[src/rtl/sha256_pkg.sv]
// SHA-256 shared definitions: round constants, IV, the bit-mixing
// functions, the working-register record and the engine state type.
package sha256_pkg;

  typedef logic [31:0]  word_t;
  typedef logic [511:0] block_t;

  // Working registers a..h; a sits in the top word so the packed layout
  // matches the H0..H7 digest layout (H0 in [255:224]).
  typedef struct packed {
    word_t a;
    word_t b;
    word_t c;
    word_t d;
    word_t e;
    word_t f;
    word_t g;
    word_t h;
  } work_t;

  typedef enum logic [2:0] {
    ST_IDLE  = 3'd0,
    ST_RUN   = 3'd1,
    ST_FINAL = 3'd2,
    ST_DONE  = 3'd3
`ifdef SHA256_DOUBLE_EN
    ,
    ST_DBL   = 3'd4
`endif
  } state_e;

  localparam word_t K [0:63] = '{
    32'h428a2f98, 32'h71374491, 32'hb5c0fbcf, 32'he9b5dba5,
    32'h3956c25b, 32'h59f111f1, 32'h923f82a4, 32'hab1c5ed5,
    32'hd807aa98, 32'h12835b01, 32'h243185be, 32'h550c7dc3,
    32'h72be5d74, 32'h80deb1fe, 32'h9bdc06a7, 32'hc19bf174,
    32'he49b69c1, 32'hefbe4786, 32'h0fc19dc6, 32'h240ca1cc,
    32'h2de92c6f, 32'h4a7484aa, 32'h5cb0a9dc, 32'h76f988da,
    32'h983e5152, 32'ha831c66d, 32'hb00327c8, 32'hbf597fc7,
    32'hc6e00bf3, 32'hd5a79147, 32'h06ca6351, 32'h14292967,
    32'h27b70a85, 32'h2e1b2138, 32'h4d2c6dfc, 32'h53380d13,
    32'h650a7354, 32'h766a0abb, 32'h81c2c92e, 32'h92722c85,
    32'ha2bfe8a1, 32'ha81a664b, 32'hc24b8b70, 32'hc76c51a3,
    32'hd192e819, 32'hd6990624, 32'hf40e3585, 32'h106aa070,
    32'h19a4c116, 32'h1e376c08, 32'h2748774c, 32'h34b0bcb5,
    32'h391c0cb3, 32'h4ed8aa4a, 32'h5b9cca4f, 32'h682e6ff3,
    32'h748f82ee, 32'h78a5636f, 32'h84c87814, 32'h8cc70208,
    32'h90befffa, 32'ha4506ceb, 32'hbef9a3f7, 32'hc67178f2
  };

  localparam word_t IV [0:7] = '{
    32'h6a09e667, 32'hbb67ae85, 32'h3c6ef372, 32'ha54ff53a,
    32'h510e527f, 32'h9b05688c, 32'h1f83d9ab, 32'h5be0cd19
  };

  // IV flattened into digest layout, H0 in the top word.
  localparam logic [255:0] IV_DIGEST = {IV[0], IV[1], IV[2], IV[3],
                                        IV[4], IV[5], IV[6], IV[7]};

  function automatic word_t rotr(word_t x, int unsigned n);
    return (x >> n) | (x << (32 - n));
  endfunction

  function automatic word_t bsig0(word_t x);
    return rotr(x, 2) ^ rotr(x, 13) ^ rotr(x, 22);
  endfunction

  function automatic word_t bsig1(word_t x);
    return rotr(x, 6) ^ rotr(x, 11) ^ rotr(x, 25);
  endfunction

  function automatic word_t ssig0(word_t x);
    return rotr(x, 7) ^ rotr(x, 18) ^ (x >> 3);
  endfunction

  function automatic word_t ssig1(word_t x);
    return rotr(x, 17) ^ rotr(x, 19) ^ (x >> 10);
  endfunction

  function automatic word_t ch(word_t x, word_t y, word_t z);
    return (x & y) ^ (~x & z);
  endfunction

  function automatic word_t maj(word_t x, word_t y, word_t z);
    return (x & y) ^ (x & z) ^ (y & z);
  endfunction

  // Word-wise modulo-2^32 sum of two 8-word vectors (chaining update).
  function automatic logic [255:0] add_words(logic [255:0] x, logic [255:0] y);
    logic [255:0] r;
    r = '0;
    for (int i = 0; i < 8; i++) begin
      r[255-32*i -: 32] = x[255-32*i -: 32] + y[255-32*i -: 32];
    end
    return r;
  endfunction

endpackage

[src/rtl/sha256_round.sv]
// One combinational SHA-256 round: {a..h}, K[t], W[t] -> next {a..h}.
module sha256_round
  import sha256_pkg::*;
(
  input  work_t state_i,
  input  word_t k_i,
  input  word_t w_i,
  output work_t state_o
);

  word_t t1;
  word_t t2;

  assign t1 = state_i.h + bsig1(state_i.e) + ch(state_i.e, state_i.f, state_i.g)
            + k_i + w_i;
  assign t2 = bsig0(state_i.a) + maj(state_i.a, state_i.b, state_i.c);

  assign state_o.a = t1 + t2;
  assign state_o.b = state_i.a;
  assign state_o.c = state_i.b;
  assign state_o.d = state_i.c;
  assign state_o.e = state_i.d + t1;
  assign state_o.f = state_i.e;
  assign state_o.g = state_i.f;
  assign state_o.h = state_i.g;

endmodule

[src/rtl/sha256_iter_core.sv]
// Iterative SHA-256 compression engine, RPC rounds per clock.
// Accepts pre-padded 512-bit blocks, chains multi-block messages through
// the retained H registers and presents the digest over valid/ready.
// Optional double hashing (SHA-256 of the 256-bit digest) is enabled by
// defining SHA256_DOUBLE_EN, which adds the in_dbl port and the DBL state.
module sha256_iter_core
  import sha256_pkg::*;
#(
  parameter int RPC = 1
) (
  input  logic         clk,
  input  logic         rst,
  input  logic         in_valid,
  output logic         in_ready,
  input  logic [511:0] in_block,
  input  logic         in_first,
`ifdef SHA256_DOUBLE_EN
  input  logic         in_dbl,
`endif
  output logic         out_valid,
  input  logic         out_ready,
  output logic [255:0] out_digest,
  output logic         busy
);

  if (!(RPC == 1 || RPC == 2 || RPC == 4 || RPC == 8 || RPC == 16)) begin : g_bad_rpc
    $error("sha256_iter_core: RPC must be 1, 2, 4, 8 or 16");
  end

  // Counter value of the last RUN cycle; the step after it ends the block.
  localparam logic [5:0] LAST_CNT = 6'(64 - RPC);
  localparam logic [5:0] CNT_STEP = 6'(RPC);

  state_e       state_q, state_d;
  logic [5:0]   cnt_q, cnt_d;
  block_t       w_q, w_d;        // schedule window, W[t] in the top word
  work_t        work_q, work_d;
  logic [255:0] h_q, h_d;        // chaining value, H0 in the top word
`ifdef SHA256_DOUBLE_EN
  logic         dbl_q, dbl_d;
`endif

  work_t        round_out;

  // Advance the schedule window by RPC words. New words may depend on
  // words produced earlier in the same step, so they are built in order.
  function automatic block_t next_window(block_t win);
    word_t  ext [0:31];
    block_t res;
    for (int i = 0; i < 32; i++) begin
      ext[i] = '0;
    end
    for (int i = 0; i < 16; i++) begin
      ext[i] = win[511-32*i -: 32];
    end
    for (int j = 0; j < RPC; j++) begin
      ext[16+j] = ssig1(ext[14+j]) + ext[9+j] + ssig0(ext[1+j]) + ext[j];
    end
    res = '0;
    for (int i = 0; i < 16; i++) begin
      res[511-32*i -: 32] = ext[i+RPC];
    end
    return res;
  endfunction

  // Chain of RPC rounds; round gi uses K[t+gi] and window word gi.
  for (genvar gi = 0; gi < RPC; gi++) begin : g_round
    work_t st_in;
    work_t st_out;
    if (gi == 0) begin : g_head
      assign st_in = work_q;
    end else begin : g_link
      assign st_in = g_round[gi-1].st_out;
    end
    sha256_round u_round (
      .state_i (st_in),
      .k_i     (K[cnt_q + 6'(gi)]),
      .w_i     (w_q[511-32*gi -: 32]),
      .state_o (st_out)
    );
  end

  assign round_out  = g_round[RPC-1].st_out;
  assign out_digest = h_q;

  // Next-state, datapath next values and handshake outputs.
  always_comb begin
    state_d   = state_q;
    cnt_d     = cnt_q;
    w_d       = w_q;
    work_d    = work_q;
    h_d       = h_q;
`ifdef SHA256_DOUBLE_EN
    dbl_d     = dbl_q;
`endif
    in_ready  = 1'b0;
    out_valid = 1'b0;
    busy      = 1'b0;

    case (state_q)
      ST_IDLE: begin
        in_ready = 1'b1;
        if (in_valid) begin
          w_d   = in_block;
          cnt_d = '0;
          if (in_first) begin
            h_d    = IV_DIGEST;
            work_d = work_t'(IV_DIGEST);
          end else begin
            work_d = work_t'(h_q);
          end
`ifdef SHA256_DOUBLE_EN
          dbl_d = in_dbl;
`endif
          state_d = ST_RUN;
        end
      end

      ST_RUN: begin
        busy   = 1'b1;
        work_d = round_out;
        w_d    = next_window(w_q);
        cnt_d  = cnt_q + CNT_STEP;
        if (cnt_q == LAST_CNT) begin
          state_d = ST_FINAL;
        end
      end

      ST_FINAL: begin
        busy = 1'b1;
        h_d  = add_words(h_q, 256'(work_q));
`ifdef SHA256_DOUBLE_EN
        state_d = dbl_q ? ST_DBL : ST_DONE;
`else
        state_d = ST_DONE;
`endif
      end

`ifdef SHA256_DOUBLE_EN
      // Second pass hashes the 256-bit first digest as one padded block.
      // busy stays high so the pass boundary is invisible to the feeder.
      ST_DBL: begin
        busy    = 1'b1;
        w_d     = {h_q, 32'h80000000, 192'h0, 32'd256};
        h_d     = IV_DIGEST;
        work_d  = work_t'(IV_DIGEST);
        cnt_d   = '0;
        dbl_d   = 1'b0;
        state_d = ST_RUN;
      end
`endif

      ST_DONE: begin
        out_valid = 1'b1;
        if (out_ready) begin
          state_d = ST_IDLE;
        end
      end

      default: begin
        state_d = ST_IDLE;
      end
    endcase
  end

  // FSM state register.
  always_ff @(posedge clk or posedge rst) begin
    if (rst) begin
      state_q <= ST_IDLE;
    end else begin
      state_q <= state_d;
    end
  end

  // Datapath registers; reset discards any in-flight block and chaining value.
  always_ff @(posedge clk or posedge rst) begin
    if (rst) begin
      cnt_q  <= '0;
      w_q    <= '0;
      work_q <= work_t'(IV_DIGEST);
      h_q    <= IV_DIGEST;
`ifdef SHA256_DOUBLE_EN
      dbl_q  <= 1'b0;
`endif
    end else begin
      cnt_q  <= cnt_d;
      w_q    <= w_d;
      work_q <= work_d;
      h_q    <= h_d;
`ifdef SHA256_DOUBLE_EN
      dbl_q  <= dbl_d;
`endif
    end
  end

endmodule

[config.mk]
export PLATFORM = sky130hd
export DESIGN_NAME = sha256_iter_core
export DESIGN_NICKNAME = d
export VERILOG_FILES = /design/src/rtl/sha256_pkg.sv /design/src/rtl/sha256_round.sv /design/src/rtl/sha256_iter_core.sv
export SDC_FILE = /design/constraint.sdc
export NUM_CORES = 2
export LEC_CHECK = 0
export BUFFER_PORTS_ARGS = -buffer_cell sky130_fd_sc_hd__clkbuf_2
export CAP_MARGIN = 5
export CORE_ASPECT_RATIO = 1.5
export CORE_MARGIN = 4
export CORE_UTILIZATION = 55
export DETAILED_ROUTE_END_ITERATION = 10
export GPL_TIMING_DRIVEN = 0
export MAX_ROUTING_LAYER = met4
export PLACE_DENSITY = 0.85
export SLEW_MARGIN = 40
export SYNTH_ARGS = -nofsm -noshare
export SYNTH_HDL_FRONTEND = slang
export SYNTH_HIERARCHICAL = 1
export SYNTH_SLANG_ARGS = --single-unit
[constraint.sdc]
create_clock -name clk -period 28.6 [get_ports clk]
set_input_delay 1.43 -clock clk [delete_from_list [all_inputs] [get_ports clk]]
set_output_delay 1.43 -clock clk [all_outputs]
set_load 0.01 [all_outputs]
# Yosys cells after proc, flatten, opt, wreduce, memory -nomap -nowiden
# Memory sizes are Yosys's and may differ from the RTL's.
# Index checks and enable logic that the tools add are counted.
# Widths: inputs -> output; s select.
[totals]
output_inout_bits = 259
romBits = 2048
inputBits = 517
ff_bits = 1033
mem_count = 1
wordCells = 92
[op_classes]
bitwise_logic = 28
add_sub_neg = 19
eq_ne = 7
n_reduce_logical = 7
order_cmp = 1
n_mux = 17
[memory_table]
columns = ["name", "words", "width", "read_ports", "rd_ports_with_merged_regs", "write_ports", "line_no", "source"]
rows = [
  ["(no name shown)", 64, 32, 1, 0, 0, "sha256_iter_core.sv:77", ".k_i (K[cnt_q + 6'(gi)]),"],
]
[ops]
columns = ["cell", "count"]
rows = [
  ["$pmux 256 s2", 2],
  ["$pmux 512 s2", 1],
  ["$add 32x32->32", 18],
  ["$mux 256", 2],
  ["$mux 512", 1],
  ["$xor 32x32->32", 9],
  ["$and 32x32->32", 5],
  ["$mux 32", 2],
  ["$not 32->32", 1],
  ["$or 10x32->32", 1],
  ["$or 13x32->32", 1],
  ["$or 14x32->32", 1],
  ["$or 15x32->32", 1],
  ["$or 19x32->32", 1],
  ["$or 21x32->32", 1],
  ["$or 25x32->32", 1],
  ["$or 26x32->32", 1],
  ["$or 30x32->32", 1],
  ["$or 7x32->32", 1],
  ["$xor 32x22->32", 1],
  ["$xor 32x29->32", 1],
  ["$pmux 3 s4", 1],
  ["$pmux 6 s2", 1],
  ["$mux 3", 3],
  ["14 further kinds", 21],
]

# Longest topological paths before layout
[depth]
ltp_word = 9
depth_mapped = 41
mapped_depth_nobuf = 39

# Modules after synthesis
# The synthesis kept the hierarchy.
[modules_own_cells]
columns = ["mod", "seq_area_each_um2", "area_each_um2", "instances", "cells_per_inst"]
rows = [
  ["sha256_iter_core", 26165.1, 62995.4, 1, 6959],
  ["sha256_round", 0.0, 11218.3, 1, 1403],
]

# Worst setup path before layout
# No wires, ideal clock.
[synth_timing]
path_kind = "register to register"
from = "register cnt_q[1]"
to = "register work_q (netlist bit g_round[0].st_in[255])"
path_slack_ps = 20294
n_path_buf = 2
t_required_ps = 28474
t_arrival_ps = 8180
setup_time_ps = 126
synth_period_minus_slack_ps = 8306
path_stages_with_launch = 37
path_cell_list = "dfrtp_1 > clkbuf_1 > inv_1 > ha_1 > clkbuf_1 > nor2_1 > o311ai_0 > o31ai_1 > o21a_1 > inv_1 > fa_1 > fa_1 > inv_1 > fa_1 > ha_1 > fa_1 > a211oi_1 > o21ai_0 > a21oi_1 > o21bai_1 > a21oi_1 > xnor2_1 > inv_1 > fa_1 > inv_1 > ha_1 > and4_1 > nor3b_1 > o21a_1 > nor2_1 > o31a_1 > o211a_1 > a31oi_1 > xnor2_1 > xnor2_1 > a221oi_1 > nor2_1"
[synth_rtl]
columns = ["item", "line_no", "source"]
rows = [
  ["start, declared", "sha256_iter_core.sv:35", "logic [5:0] cnt_q, cnt_d;"],
  ["start signal, assigned", "sha256_iter_core.sv:186", "cnt_q <= cnt_d;"],
  ["end signal, assigned", "sha256_iter_core.sv:180", "work_q <= work_t'(IV_DIGEST);"],
  ["end signal, assigned", "sha256_iter_core.sv:188", "work_q <= work_d;"],
  ["end, declared", "sha256_iter_core.sv:37", "work_t work_q, work_d;"],
]

==> flow_summary_export.csv <==
group,metric,value,unit
synth,synth-seq-cells,1032,
timing,worstMarginPinSlew,1.03,ns
place,place.port_buffers,774,
detailed_routing,remaining_drc_errors,1,
synth,ys_types,98,
setup_path,critPathTopFamily,"compound AO/OA/AOI/OAI gates",
timing,min_period,12.14,ns
timing,hold_violations,0,
global_route,antenna_found_initial,71,
clock_network,cts.clk_slew.worst_paths,0.06,ns
synth,ys_async_sr_fraction,1.00,
global_route,grt-ovfl-total,0,
synth,synth-edff-count,0,
worst_hold_path,hold_path_class,"reg2reg",
synth,syn_inst,8362,
timing,rsz0062_at_grt,"false",
detailed_routing,wl_per_cell,35.7,um
timing,setup-violations-final,0,
setup_path,cpMaxStageDelayCell,"xor2_1",
cells_and_area,area_growth,16.3,%
timing,period_share,0.425,
setup_path,required,29.35,ns
global_route,grt_max_degree,28,
synth,ys.warnings.count,6,
setup_path,crit_type,"reg2reg",
detailed_routing,vias,76183,
global_route,first_global_vias,75920,
clock_network,cts-root-buf,"clkbuf_16",
timing,tns,0,ns
clock_network,clock_latency,0.88,ns
detailed_routing,routed_wl,401000,um
setup_path,critPathCaptureType,"register",
cells_and_area,mostFrequentLayoutCells,"o21ai_0, nand2_1, clkbuf_2",
timing,slew_violations,0,
cells_and_area,mostFrequentLayoutCell,"o21ai_0",
clock_network,cts_tree,"done",
clock_network,cts_made_buffers,105,
place,hpwl,315000,um
setup_path,crit_buf_inv,5,
setup_path,crit_path_start_kind,"register",
floorplanning,die_area,0.141,sq mm
outcome,status,"finished with violations",
detailed_routing,first_pass_iters,11,
timing,fmax,0.0824,GHz
synth,netlist_area,0.0742,sq mm
outcome,violations,"DRC",
global_route,grt_pass1_wl,565000,um
setup_path,max_stage_delay,0.69,ns
clock_network,post_cts_buffers,0,
setup_path,crit_arrival,12.89,ns
synth,synth-main-ff-cell,"dfrtp_1",
setup_path,cp_common_cell,"a21oi_1",
clock_network,numClockSinks,1032,
synth,synth.avg_cell_area,8.88,sq um
global_route,grt_usage,0.582,
floorplanning,start_util,0.556,
clock_network,cts-htree-levels,3,
clock_network,post_cts_resized,0,
clock_network,cts_max_path_buffers,3,
detailed_routing,drt_iter0_drc,9173,
floorplanning,coreArea,0.134,sq mm
timing,finClkSkew,0.0761,ns
timing,slew_headroom,0.308,
cells_and_area,drive_above_1_share,0.179,
synth,seq_area_frac_synth,0.353,
detailed_routing,via_per_inst,6.78,
floorplanning,pin_count,776,
detailed_routing,postRouteAntennaNets,0,
place,gp_congestion,1.18,
floorplanning,die_h,458,um
floorplanning,rows,164,
cells_and_area,nets,10416,
run,max_cap_viol_count,0,
floorplanning,die_w,308,um
setup_path,critPathMaxFanout,11,
synth,mappedNetlistNets,9467,
clock_network,hold_buffers,0,
cells_and_area,n_fill_cell,11161,
flip-flops by register name (all words and copies together), names as in the netlist:
name,flops
cnt_q,6
g_round.st_in,256
out_digest,256
state_q,2
w_q,512
metrics by stage:
stage	cell area, sq um	hold slack [ns]	util	cells	setup WS (ns)
4_1_cts	85900	0.484	0.643	11142	17.03
6_report	86300	0.483	0.646	11232	16.46
2_1_floorplan	74200	0.450	-	8362	13.17
3_5_place_dp	82000	0.470	0.614	10944	17.06
3_3_place_gp	80300	0.460	0.601	10879	7.24
5_1_grt	86300	0.503	0.646	11219	16.15
worst min-delay path, cell delays in order (launching register included):
cell,delay (ns)
dfrtp_1,0.34
nand2_1,0.05
o21ai_0,0.06
area by class of cell:
class                      count  area, sq um  area share
tap                         1743         2180      0.0253
multi-input combinational   6184        43300       0.502
clock inverter                51          841     0.00974
clock buffer                 147         3000      0.0347
buffer                       679         3380      0.0392
antenna                       87          218     0.00252
inverter                     467         1760      0.0204
sequential                  1032        26200       0.303
timing repair buffer         842         5440      0.0630
cells by family after synthesis:
kind of cell	count (synthesis)	share of synthesized area
XOR/XNOR	589	0.0695
adder cells (fa/ha/maj)	591	0.119
AO/OA/AOI/OAI	2464	0.201
multiplexers	554	0.0761
AND/OR/NAND/NOR	1986	0.114
buffers and inverters	1146	0.0678
flip-flops	1032	0.353
Yosys cell counts, drive strengths merged (12+ instances only):
master | instances | area, sq um
and2 | 16 | 100
a21o | 169 | 1270
xor2 | 214 | 1870
inv | 466 | 1750
buf | 232 | 1600
nor2b | 43 | 269
o22ai | 170 | 1060
a221o | 12 | 121
nand2b | 63 | 394
or3 | 25 | 156
a31oi | 70 | 438
a21oi | 513 | 2580
o31ai | 22 | 170
a221oi | 133 | 1220
nand2 | 958 | 3600
a21boi | 14 | 105
a311oi | 19 | 173
a22o | 13 | 114
o21bai | 57 | 428
or2 | 19 | 119
ha | 393 | 4920
o22a | 13 | 114
a22oi | 15 | 113
dfrtp | 760 | 19000
and3 | 32 | 206
a211oi | 48 | 360
nand4 | 26 | 163
a211o | 12 | 105
mux2i | 535 | 5360
o21a | 43 | 323
o21ai | 1014 | 5070
nand3 | 88 | 440
o211ai | 28 | 210
mux2 | 12 | 135
fa | 195 | 3900
nor3 | 58 | 290
xnor2 | 375 | 3280
clkbuf | 447 | 1680
nor2 | 605 | 2270
dfstp | 272 | 7150
final timing paths:
path / startpoint / end / slack, ns / cells past startpoint
max in group asynchronous: rst / w_q[164] / 25.41 / 13
setup / recovery: cnt_q[0] / g_round[0].st_in[127] / 16.46 / 36
hold reg to reg: w_q[336] / w_q[336] / 0.48 / 2
hold / removal: w_q[336] / w_q[336] / 0.48 / 2
min in group asynchronous: rst / g_round[0].st_in[215] / 0.62 / 2
setup reg to reg: cnt_q[0] / g_round[0].st_in[127] / 16.46 / 36
metal layers:
metal  up-vias  part of all wire  GRT usage
li1      31030                 -          -
met4         0              0.17      0.695
met5         -                 0          -
met2      6087              0.43      0.851
met1     35906              0.28      0.513
met3      3160              0.12      0.256
Power is left out: the tool's default activity adds up to more than one toggle a clock period on the data nets, which glitch-free logic cannot reach.
